## src/rtl/data_mem_arbiter.sv

```systemverilog
// data_mem_arbiter: round-robin arbiter giving two requesters shared access to one data memory
// Ports: clk, rst_n (async active-low); per requester req/we/addr/wdata in and gnt/rvalid/rdata out;
//        err flags an out-of-range address; mem_addr/mem_data_in/mem_we drive the memory,
//        mem_data_out returns its registered read data.
module data_mem_arbiter #(
  parameter int SIZE     = 32,
  parameter int MEM_SIZE = 1024
) (
  input  logic            clk,
  input  logic            rst_n,
  input  logic            req0,
  input  logic            req1,
  input  logic            we0,
  input  logic            we1,
  input  logic [SIZE-1:0] addr0,
  input  logic [SIZE-1:0] addr1,
  input  logic [SIZE-1:0] wdata0,
  input  logic [SIZE-1:0] wdata1,
  output logic            gnt0,
  output logic            gnt1,
  output logic            rvalid0,
  output logic            rvalid1,
  output logic [SIZE-1:0] rdata0,
  output logic [SIZE-1:0] rdata1,
  output logic            err,
  output logic [SIZE-1:0] mem_addr,
  output logic [SIZE-1:0] mem_data_in,
  output logic            mem_we,
  input  logic [SIZE-1:0] mem_data_out
);
  // one extra bit so the limit itself is representable when MEM_SIZE == 2**SIZE
  localparam logic [SIZE:0] LIMIT = (SIZE+1)'(MEM_SIZE);
  typedef enum logic [1:0] {IDLE, ISSUE, RESP} state_t;
  state_t          r_state, w_next;
  logic            r_last, r_sel, r_we, r_err;
  logic            w_pick1, w_take, w_we, w_oor, w_resp;
  logic [SIZE-1:0] w_addr, w_wdata;
  // r_last = 1 means requester 1 was served last, so requester 0 wins a tie
  assign w_pick1 = req1 & (~req0 | ~r_last);
  assign w_take  = (r_state == IDLE) & (req0 | req1);
  assign w_we    = w_pick1 ? we1 : we0;
  assign w_addr  = w_pick1 ? addr1 : addr0;
  assign w_wdata = w_pick1 ? wdata1 : wdata0;
  assign w_oor   = {1'b0, w_addr} >= LIMIT;
  always_ff @(posedge clk or negedge rst_n) begin
    if (!rst_n) r_state <= IDLE;
    else        r_state <= w_next;
  end
  always_comb begin
    w_next = r_state == IDLE  ? (w_take ? ISSUE : IDLE) :
             r_state == ISSUE ? (r_we ? IDLE : RESP) : IDLE;
  end
  // the transaction is captured only on the IDLE sampling edge; later request changes are ignored
  always_ff @(posedge clk or negedge rst_n) begin
    if (!rst_n) begin
      r_last      <= 1'b1;
      r_sel       <= 1'b0;
      r_we        <= 1'b0;
      r_err       <= 1'b0;
      mem_we      <= 1'b0;
      mem_addr    <= '0;
      mem_data_in <= '0;
    end else if (w_take) begin
      r_last      <= w_pick1;
      r_sel       <= w_pick1;
      r_we        <= w_we;
      r_err       <= w_oor;
      mem_we      <= w_we & ~w_oor;
      mem_addr    <= w_addr;
      mem_data_in <= w_wdata;
    end else begin
      mem_we      <= 1'b0;
    end
  end
  always_comb begin
    w_resp  = r_state == RESP;
    gnt0    = (r_state == ISSUE) & ~r_sel;
    gnt1    = (r_state == ISSUE) & r_sel;
    err     = (r_state == ISSUE) & r_err;
    rvalid0 = w_resp & ~r_sel;
    rvalid1 = w_resp & r_sel;
    rdata0  = (w_resp & ~r_sel & ~r_err) ? mem_data_out : '0;
    rdata1  = (w_resp & r_sel & ~r_err) ? mem_data_out : '0;
  end
endmodule

```

## config.mk

```make
export PLATFORM = sky130hd
export DESIGN_NAME = data_mem_arbiter
export DESIGN_NICKNAME = d
export VERILOG_FILES = /design/src/rtl/data_mem_arbiter.sv
export SDC_FILE = /design/constraint.sdc
export NUM_CORES = 1
export LEC_CHECK = 0
export ABC_AREA = 1
export CORE_AREA = 2 2 116 118
export CTS_CLUSTER_DIAMETER = 150
export DETAILED_ROUTE_END_ITERATION = 7
export DIE_AREA = 0 0 118 120
export GPL_TIMING_DRIVEN = 1
export PLACE_DENSITY = 0.73
export SKIP_CTS_REPAIR_TIMING = 1
export SLEW_MARGIN = 20
export SYNTH_ARGS = -nofsm -noshare
export SYNTH_HDL_FRONTEND = slang
export SYNTH_SLANG_ARGS = --single-unit
```

## constraint.sdc

```tcl
create_clock -name clk -period 4.25 [get_ports clk]
set_input_delay 0.85 -clock clk [delete_from_list [all_inputs] [get_ports clk]]
set_output_delay 0.85 -clock clk [all_outputs]
set_load 0.02 [all_outputs]
```

==> results of run 1 <==
==> cell families (layout without fill, tap and decap cells) <==
logic type,after synthesis,in the layout
compound gates,100,100
flops,71,71
buf+inv,81,365
simple gates,287,287
==> routing by layer <==
metal | routed length, um | track usage [%] | part of all wire [%]
met2 | 7560 | 36.0 | 50
met3 | 1230 | 6.65 | 8.1
met5 | 0 | 0 | 0
met1 | 5740 | 23.2 | 38
met4 | 550 | 10.2 | 3.6
==> worst max-delay path, cell delays in order, from the launching register on <==
cell and delay, ns:
dfrtp_1 0.40, nor3_1 0.30, nand2_1 0.65, nor2_1 0.29, clkdlybuf4s50_1 0.64
==> cell type report <==
class	instances	area (sq um)	share of cell area, %
multi-input combinational	387	1690	23.6
clock buffer	10	239	3.33
timing repair buffer	304	3040	42.4
sequential	71	1780	24.8
clock inverter	5	35.0	0.488
tap	176	220	3.07
inverter	46	173	2.41
==> sequential cells by signal (all words and copies together), names as in the netlist <==
name	cells
r_err	1
r_last	1
mem_data_in	32
mem_we	1
r_state	2
r_we	1
mem_addr	32
r_sel	1
==> worst max path at each step <==
stage	to	slack [ns]	start	cells past startpoint
after floorplan	rdata1[10]	1.69	r_state[0]	4
after global placement	rdata0[20]	1.03	r_state[0]	4
after detailed placement	r_err	1.06	req0	12
after CTS	rdata0[11]	0.72	r_state[0]	4
after global routing	rdata0[26]	0.48	r_state[0]	4
final	rdata0[21]	0.79	r_state[0]	4
==> metrics by stage <==
| step | setup WS (ns) | instances | hold slack [ns] | area [sq um] |
|---|---|---|---|---|
| 2_1_floorplan | 1.69 | 539 | 0.404 | 3810 |
| 3_3_place_gp | 1.03 | 984 | 0.421 | 6900 |
| 3_5_place_dp | 1.06 | 984 | 0.433 | 6900 |
| 4_1_cts | 0.725 | 999 | 0.450 | 7170 |
| 5_1_grt | 0.481 | 999 | 0.490 | 7180 |
| 6_report | 0.793 | 999 | 0.454 | 7180 |
==> placed cells by master (no fill, tap or decap), drive strengths merged, types with 6 or more instances in the layout <==
| cell | n |
|---|---|
| clkdlybuf4s50 | 298 |
| nor2 | 137 |
| nand2 | 133 |
| o21ai | 75 |
| dfrtp | 70 |
| inv | 46 |
| a31oi | 24 |
| clkbuf | 10 |
| nand3 | 8 |
| nand3b | 7 |
| buf | 6 |
==> report_power, final <==
| part | internal, mW | switching, mW | leakage [nW] | total, mW |
|---|---|---|---|---|
| sequential | 1.03 | 0.189 | 0.837 | 1.22 |
| clock | 0.407 | 0.290 | 0.134 | 0.697 |
| combinational | 1.03 | 1.30 | 2.19 | 2.33 |
==> key figures, run 1 <==
Outcome
  • Status: completed

Floorplan
  • I/O pins: 300
  • Die width: 118 um
  • Core area: 13000 sq um
  • Initial core utilization: between 20 and 30%
  • Core Rows: 42
  • DIE AREA: roughly 14000 sq um
  • DIE HEIGHT: 120 um

Route
  • DRC marker count from the first detailed-route iteration: 232
  • Post-DR vias/cell: 4.49
  • Routed Antenna Nets: 0
  • Routed wire length: about 15000 um
  • Via count: 4482
  • DR DRC count: 0
  • Drt first pass iters: 4
  • DR WL/cell: about 15 um

GRT
  • First-pass GRT wire length: roughly 23000 um
  • Largest net degree at the start of global routing: 72
  • Vias in the first global route: between 4000 and 5000
  • Initial antenna violation count: 0
  • Tot GR Track Use: between 20% and 30%
  • Total gr overflow: 0

STA
  • F_max: 0.289 GHz
  • Slew margin rel.: about a third
  • Final Hold Vio Count: 0
  • Slew Limit Fails: 0
  • RSZ-0062 raised after global routing: no
  • Minimum clock period: ~3.5 ns
  • Fin crit share: 81.3%
  • Least-Margin Pin Slew: 1.03 ns
  • Setup Viol. Count Final: 0
  • Setup TNS: 0 ns
  • Clock skew: between 0.01 and 0.015 ns

Critical path
  • Crit path required time: roughly 3.4 ns
  • Crit start category: flip-flop
  • CP arrival: between 2 and 3 ns
  • Cells on worst reg2reg path: 12
  • Register-to-register setup slack: 1.97 ns
  • Reg-to-Reg Start: r_last
  • CP max FO: 32
  • Worst R2R End: r_err
  • WS Path Type: reg2out
  • Crit end category: primary output

Clocking
  • CTS Sinks: 71
  • Worst-Skew Late Latency: between 0.3 and 0.4 ns
  • Htree depth: 3
  • Clock Pin Slew Worst Setup and Hold Paths: about 0.06 ns
  • TritonCTS buffer count: 9
  • CTS tree: yes
  • Clock Root Buffer: clkbuf_16
  • Longest Clk Path Bufs: 2

Power and ir drop
  • Maximum vdd ir drop: approximately 0.00028 V
  • Post-layout total power: 4.24 mW
  • Static Leak: 3.17 nW
  • Pwr dens: approximately 590 nW/um^2

Logic synthesis
  • Synth top cells by count: nor2_1 (137), nand2_1 (128), o21ai_0 (72)
  • Post-synthesis register bit count: 71
  • Xor-xnor portion of the synthesized cell area: 0%
  • Post-Synth Adder-Cell Area: 0%
  • Synth async-reset ratio: 100%
  • Mapped cell area: between 3000 and 4000 sq um
  • Main combinational cell family by area after synthesis: simple AND/OR/NAND/NOR gates
  • Predominant post-synthesis flop cell: dfrtp_1
  • Yosys warnings: 0
  • Top-count cell post-synth: nor2_1
  • Top area cells in the synthesized netlist: dfrtp_1 (46%), nor2_1 (13%), nand2_1 (13%)
  • EDFF count, synth: 0
  • Post-synthesis cell type count: 20
  • Syn_nets: a little over 700
  • Synth Area in Compound Gates: 14.1%
  • Area leader, netlist: dfrtp_1
  • Post-synthesis sequential area ratio: 46.7%
  • Cells after synthesis: roughly 540
  • Post-synthesis mux area share: 0%
  • Top-area cell type share of the netlist area: between 40% and 50%
  • Syn avg cell area: 7.07 sq um
  • Simple-gate share of the synthesized area: 30.0%

Worst hold path
  • Hold Path End: r_state[1]
  • Hold Path Stages: 1
  • Hold/Removal Path Class: reg2reg
  • HP Start: r_we

Layout
  • Ant diodes: 0
  • Fin nets: around 1000
  • Layout cells sized above 1: around 3.8%
  • Area grow syn2layout: 88.3%
  • Final design utilization: 55.3%
  • # fillers: ~1300

Place
  • Final HPWL DP: around 11000 um
  • IO buf count: about 300
  • Placer Congestion: about 0.82

Job
  • Number of max-cap violations: 0
Power figures use the tool's default switching activity.
==> run 2: changes to the inputs <==
==> constraint.sdc (replaced) <==
create_clock -name clk -period 3.44 [get_ports clk]
set_input_delay 0.688 -clock clk [delete_from_list [all_inputs] [get_ports clk]]
set_output_delay 0.688 -clock clk [all_outputs]
set_load 0.02 [all_outputs]
==> run 2 against run 1 <==
  * Via count grew 1.3%
  * Register-to-register slack lost 0.47 ns
  * Final cell count rose by 0.30%
  * Core utilization increased by 0.67 points
  * Count of clock-buffer cells in the layout is the same
  * Highest routed layer unchanged
==> key figures, run 2 (synthesis gave the netlist of run 1 again) <==
STA
  • Final Hold Vio Count: 0 (unchanged)
  • Setup Viol. Count Final: 0 (unchanged)
  • Slew margin rel.: 37.1% (+5.7 points)
  • Slew Limit Fails: 0 (unchanged)
  • Setup TNS: 0 ns (unchanged)
  • Minimum clock period: roughly 2.9 ns
  • RSZ-0062 raised after global routing: no
  • F_max: 0.346 GHz
  • Fin crit share: 84.1%
  • Clock skew: 0.00688 ns (-0.00644 ns)
  • Least-Margin Pin Slew: 0.943 ns (-0.0823 ns)
  • Final WS setup: 0.546 ns (-0.247 ns)

Route
  • Routed Antenna Nets: 0 (unchanged)
  • Post-DR vias/cell: 4.53 (+0.99%)
  • DR WL/cell: 15.0 um (-0.86%)
  • Via count: 4540 (+1.3%)
  • Drt first pass iters: 4 (unchanged)
  • DR DRC count: 0 (unchanged)
  • Routed wire length: 15000 um (-0.56%)
  • DRC marker count from the first detailed-route iteration: 179 (-23%)

Critical path
  • WS Path Type: reg2out
  • CP max stage delay: 0.69 ns (+0.04 ns)
  • Worst R2R End: r_err
  • CP arrival: 2.21 ns (-0.40 ns)
  • CP max FO: 32 (unchanged)
  • Worst setup startpoint: r_state[0]
  • Crit path required time: 2.75 ns (-0.65 ns)
  • Slowest CP cell: clkdlybuf4s50_1
  • Crit end category: primary output
  • Cells on worst reg2reg path: 12 (unchanged)
  • CP Capture Point: rdata1[31]
  • Worst path cell trace: nor3_1, nand2_1, buf_4, nor2_1, clkdlybuf4s50_1
  • Reg-to-Reg Start: r_last
  • Crit start category: flip-flop
  • Register-to-register setup slack: 1.50 ns (-0.47 ns)

GRT
  • Initial antenna violation count: 0 (unchanged)
  • Tot GR Track Use: 21.2% (+0.41 points)
  • Vias in the first global route: 4494 (+6.7%)
  • Largest net degree at the start of global routing: 72 (unchanged)
  • Total gr overflow: 0 (unchanged)
  • First-pass GRT wire length: 23700 um (+3.3%)

Layout
  • Finished Layout Cells: 1002 (+0.30%)
  • # fillers: 1250 (-0.79%)
  • Area of the multi-input gates: 1690 sq um (-0.15%)
  • Fin nets: 989 (+0.41%)
  • Cell area after layout: 7260 sq um (+1.2%)
  • Leading cell type in the layout, fill and taps excluded: clkdlybuf4s50_1
  • Layout cells sized above 1: 4.00% (+0.23 points)
  • Ant diodes: 0 (unchanged)
  • Area grow syn2layout: 90.6%
  • FF+latch area: 1780 sq um (unchanged)
  • Commonest non-fill, non-tap cells in the layout: clkdlybuf4s50_1 (298), nor2_1 (137), nand2_1 (128)
  • Top flop regs: mem_addr: 32 flops, mem_data_in: 32 flops, r_state: 2 flops

Place
  • Final HPWL DP: 11700 um (+1.8%)
  • IO buf count: 299 (unchanged)
  • Dpl ws: 0.694 ns (-0.365 ns)
  • Placed cell area: 6930 sq um (+0.44%)
  • Placed cells: 988 (+0.41%)
  • Placer Congestion: 0.836 (+1.9%)

Floorplan
  • Core Rows: 42 (unchanged)
  • DIE HEIGHT: 120 um (unchanged)
  • DIE AREA: 14200 sq um (unchanged)
  • I/O pins: 300 (unchanged)
  • Die width: 118 um (unchanged)
  • Initial core utilization: 29.4% (unchanged)
  • Core area: 13000 sq um (unchanged)

Power and ir drop
  • Pwr dens: 751 nW/um^2 (+27%)
  • Static Leak: 3.21 nW (+1.5%)
  • Post-layout total power: 5.45 mW (+29%)
  • Maximum vdd ir drop: 0.000336 V (+21%)

Worst hold path
  • Hold/Removal Path Class: reg2reg

Clocking
  • Clock Root Buffer: clkbuf_16
  • CTS tree: yes
  • Longest Clk Path Bufs: 2 (unchanged)
  • Worst-Skew Late Latency: 0.33 ns (about the same)
  • Clock Pin Slew Worst Setup and Hold Paths: 0.06 ns (about the same)
  • TritonCTS buffer count: 9 (unchanged)
  • CTS Sinks: 71 (unchanged)
  • Htree depth: 3 (unchanged)

Outcome
  • Status: completed

Job
  • Number of max-cap violations: 0 (unchanged)
-- run 2: cell types whose count changed in the layout (fill, tap and decap cells not counted), sizes merged --
cell	before	now
bufinv	0	3
clkinvlp	1	0
buf	6	10
clkinv	4	1
-- run 2: worst min path at each step --
stage                     startpoint  cells after the start  slack [ns]           to
after CTS                       r_we                      1        0.44   r_state[1]
after floorplan                rst_n                      0        0.39  mem_addr[0]
after global routing            r_we                      1        0.46   r_state[1]
after global placement          r_we                      1        0.41   r_state[1]
after detailed placement        r_we                      1        0.43   r_state[1]
final                           r_we                      1        0.44   r_state[1]
-- run 2: per-stage QoR --
stage	hold WS, ns	util (%)
5_1_grt	0.455	56.0
3_3_place_gp	0.414	53.4
2_1_floorplan	0.392	-
6_report	0.441	56.0
3_5_place_dp	0.430	53.4
4_1_cts	0.442	56.0
-- run 2: power by group --
part	switching [mW]	total (mW)	internal [mW]
clock network	0.337	1.06	0.718
logic	1.61	2.89	1.29
registers	0.238	1.51	1.27
total	2.18	5.45	3.27
-- run 2: cell type report --
cell class	instances	share of cell area, %
Clock inverter	4	1.31
Inverter	46	2.38
Multi-Input combinational cell	387	23.2
Sequential cell	71	24.5
Clock buffer	10	3.29
Timing Repair Buffer	308	42.3
Tap cell	176	3.03
-- run 2: critical path: cells and delay by family, from the launching register on --
family / cells / cell delay (ns)
buf+inv: 2 / 0.93
flops: 1 / 0.40
simple gates: 3 / 0.53
-- run 2: metal layers --
layer / global-route usage (%) / vias up / wire length, um
li1: - / 2257 / -
met1: 23.6 / 2040 / 5660
met2: 38.3 / 210 / 7790
met3: 5.66 / 33 / 1070
met4: 8.96 / 0 / 463
met5: 0 / - / 0
==> run 3: changes to the inputs <==
--- a/config.mk
+++ b/config.mk
@@ -6,12 +6,12 @@
 export NUM_CORES = 1
 export LEC_CHECK = 0
 export ABC_AREA = 1
-export CORE_AREA = 2 2 116 118
+export CORE_MARGIN = 2
+export CORE_UTILIZATION = 30
 export CTS_CLUSTER_DIAMETER = 150
 export DETAILED_ROUTE_END_ITERATION = 7
-export DIE_AREA = 0 0 118 120
 export GPL_TIMING_DRIVEN = 1
-export PLACE_DENSITY = 0.73
+export PLACE_DENSITY = 0.77
 export SKIP_CTS_REPAIR_TIMING = 1
 export SLEW_MARGIN = 20
 export SYNTH_ARGS = -nofsm -noshare
==> constraint.sdc (replaced) <==
create_clock -name clk -period 2.32 [get_ports clk]
set_input_delay 0.464 -clock clk [delete_from_list [all_inputs] [get_ports clk]]
set_output_delay 0.464 -clock clk [all_outputs]
set_load 0.02 [all_outputs]
==> run 3 against run 2 <==
  * Sequential power is 47% higher
  * Highest routed layer unchanged
  * Largest power group unchanged
  * First-iteration DRC count is 3.4% higher
  * Register-to-register slack worse by 1.0 ns
==> key figures, run 3 (synthesis gave the netlist of run 1 again) <==
Outcome
  • Status: completed

Floorplan
  • Initial core utilization: 30.4% (+1.1 points)
  • Core Rows: 41 (-2.4%)
  • Die width: 117 um (-1.1%)
  • DIE AREA: 13600 sq um (-3.8%)
  • I/O pins: 300 (unchanged)
  • DIE HEIGHT: 117 um (-2.8%)
  • Core area: 12500 sq um (-3.6%)

GRT
  • Total gr overflow: 0 (unchanged)
  • First-pass GRT wire length: 22000 um (-7.3%)
  • GR Util met1: 23.7% (+0.075 points)
  • Met3 Use GR: 5.40% (-0.26 points)
  • Vias in the first global route: 4261 (-5.2%)
  • Initial antenna violation count: 0 (unchanged)
  • Largest net degree at the start of global routing: 52 (-28%)
  • M2 GR Usage: 38.3% (about the same)
  • Tot GR Track Use: 21.3% (+0.050 points)
  • Most Used Layer, Global Route: met2

Route
  • Via count: 4599 (+1.3%)
  • DR DRC count: 0 (unchanged)
  • DR WL/cell: 15.3 um (+2.1%)
  • Post-DR vias/cell: 4.56 (+0.60%)
  • Drt first pass iters: 7 (+3)
  • DRC marker count from the first detailed-route iteration: 185 (+3.4%)
  • Routed wire length: 15400 um (+2.8%)
  • Routed Antenna Nets: 0 (unchanged)

STA
  • RSZ-0062 raised after global routing: no
  • Fin crit share: just over 90%
  • Clock skew: 0.00925 ns (+0.00237 ns)
  • Final Hold Vio Count: 0 (unchanged)
  • Minimum clock period: around 2.2 ns
  • Final WS setup: 0.160 ns (-0.386 ns)
  • Least-Margin Pin Slew: 0.491 ns (-0.453 ns)
  • Setup Viol. Count Final: 0 (unchanged)
  • Slew Limit Fails: 0 (unchanged)
  • Slew margin rel.: 67.3% (+30 points)
  • F_max: about 0.46 GHz

Critical path
  • Worst setup startpoint: r_state[1]
  • Reg-to-Reg Start: r_last
  • CP max FO: 4 (-88%)
  • WS Path Type: reg2out
  • Crit start category: flip-flop
  • Worst R2R End: r_we
  • Cells on worst reg2reg path: 7 (-5)
  • CP arrival: 1.70 ns (-0.51 ns)
  • Crit path required time: 1.86 ns (-0.89 ns)
  • CP max stage delay: 0.66 ns (-0.03 ns)
  • Register-to-register setup slack: 0.48 ns (-1.02 ns)
  • CP Capture Point: gnt1
  • Crit end category: primary output
  • Slowest CP cell: clkdlybuf4s50_1
  • Worst path cell trace: inv_1, nand2_1, nor2_1, clkdlybuf4s50_1

Clocking
  • CTS tree: yes
  • TritonCTS buffer count: 9 (unchanged)
  • Clock Pin Slew Worst Setup and Hold Paths: 0.06 ns (about the same)
  • Clock Root Buffer: clkbuf_16
  • Htree depth: 3 (unchanged)
  • Worst-Skew Late Latency: 0.33 ns (about the same)
  • Longest Clk Path Bufs: 2 (unchanged)
  • CTS Sinks: 71 (unchanged)

Place
  • Dpl ws: -0.0450 ns (-0.739 ns)
  • Placed cell area: 7070 sq um (+2.1%)
  • Placed cells: 993 (+0.51%)
  • Final HPWL DP: 11900 um (+1.6%)
  • IO buf count: 299 (unchanged)
  • Placer Congestion: 0.802 (-4.0%)

Layout
  • Commonest non-fill, non-tap cells in the layout: clkdlybuf4s50_1 (234), nor2_1 (137), nand2_1 (128)
  • Final design utilization: 60.1% (+4.1 points)
  • Ant diodes: 0 (unchanged)
  • Fin nets: 998 (+0.91%)
  • Cell area after layout: 7520 sq um (+3.5%)
  • Leading cell type in the layout, fill and taps excluded: clkdlybuf4s50_1
  • Finished Layout Cells: 1009 (+0.70%)
  • Layout cells sized above 1: 5.50% (+1.5 points)
  • Area grow syn2layout: 97.4%
  • Top flop regs: mem_addr: 32 flops, mem_data_in: 32 flops, r_state: 2 flops

Power and ir drop
  • Maximum vdd ir drop: 0.000473 V (+41%)
  • Pwr dens: 1070 nW/um^2 (+42%)
  • Static Leak: 4.40 nW (+37%)
  • Post-layout total power: 8.03 mW (+47%)

Job
  • Number of max-cap violations: 0 (unchanged)

Worst hold path
  • Hold/Removal Path Class: in2async
## run 3: cell count changes in the layout (fill, tap and decap cells not counted), sizes merged
cell           previous run  this run
clkdlybuf4s50           298       234
dlymetal6s2s              0        61
buf                      10        22
bufinv                    3         1
clkinvlp                  0         2
clkbuf                   10        11
clkinv                    1         2
## run 3: layout make-up
class	count	area [sq um]
clock buffers	11	233
clock inverters	5	58.8
fillers	1110	5000
inverters	46	173
multi-input cells	387	1690
flip-flops and latches	71	1780
well taps	172	215
repair buffers	317	3370
## run 3: metrics by stage
step                      setup TNS, ns  hold WS (ns)
final                                 0        0.0881
after detailed placement        -0.0864         0.422
after floorplan                       0         0.168
after global routing                  0         0.120
after global placement          -0.0357         0.413
after CTS                         -9.17         0.102
## run 3: worst max-delay path: cells and delay by family, from the launching register on
family	cells	cell delay (ns)
flip-flops	1	0.37
buffers and inverters	2	0.77
AND/OR/NAND/NOR	2	0.24
## run 3: power breakdown
part           internal (mW)  total, mW  switching [mW]  leakage [nW]
sequential              1.88       2.22           0.340         0.837
combinational           2.01       4.45            2.44          3.43
clock                  0.833       1.36           0.529         0.136
## run 3: worst min path at each step
stage           from        endpoint  slack, ns
6_report       rst_n  mem_data_in[3]       0.09
5_1_grt        rst_n  mem_data_in[4]       0.12
4_1_cts        rst_n  mem_data_in[4]       0.10
3_5_place_dp    r_we      r_state[1]       0.42
3_3_place_gp    r_we      r_state[1]       0.41
2_1_floorplan  rst_n     mem_addr[0]       0.17
## run 3: per-layer routing
layer	share of wire [%]	wire (um)
met5	0	0
met4	3.8	589
met3	7.8	1200
met2	51	7900
met1	37	5720
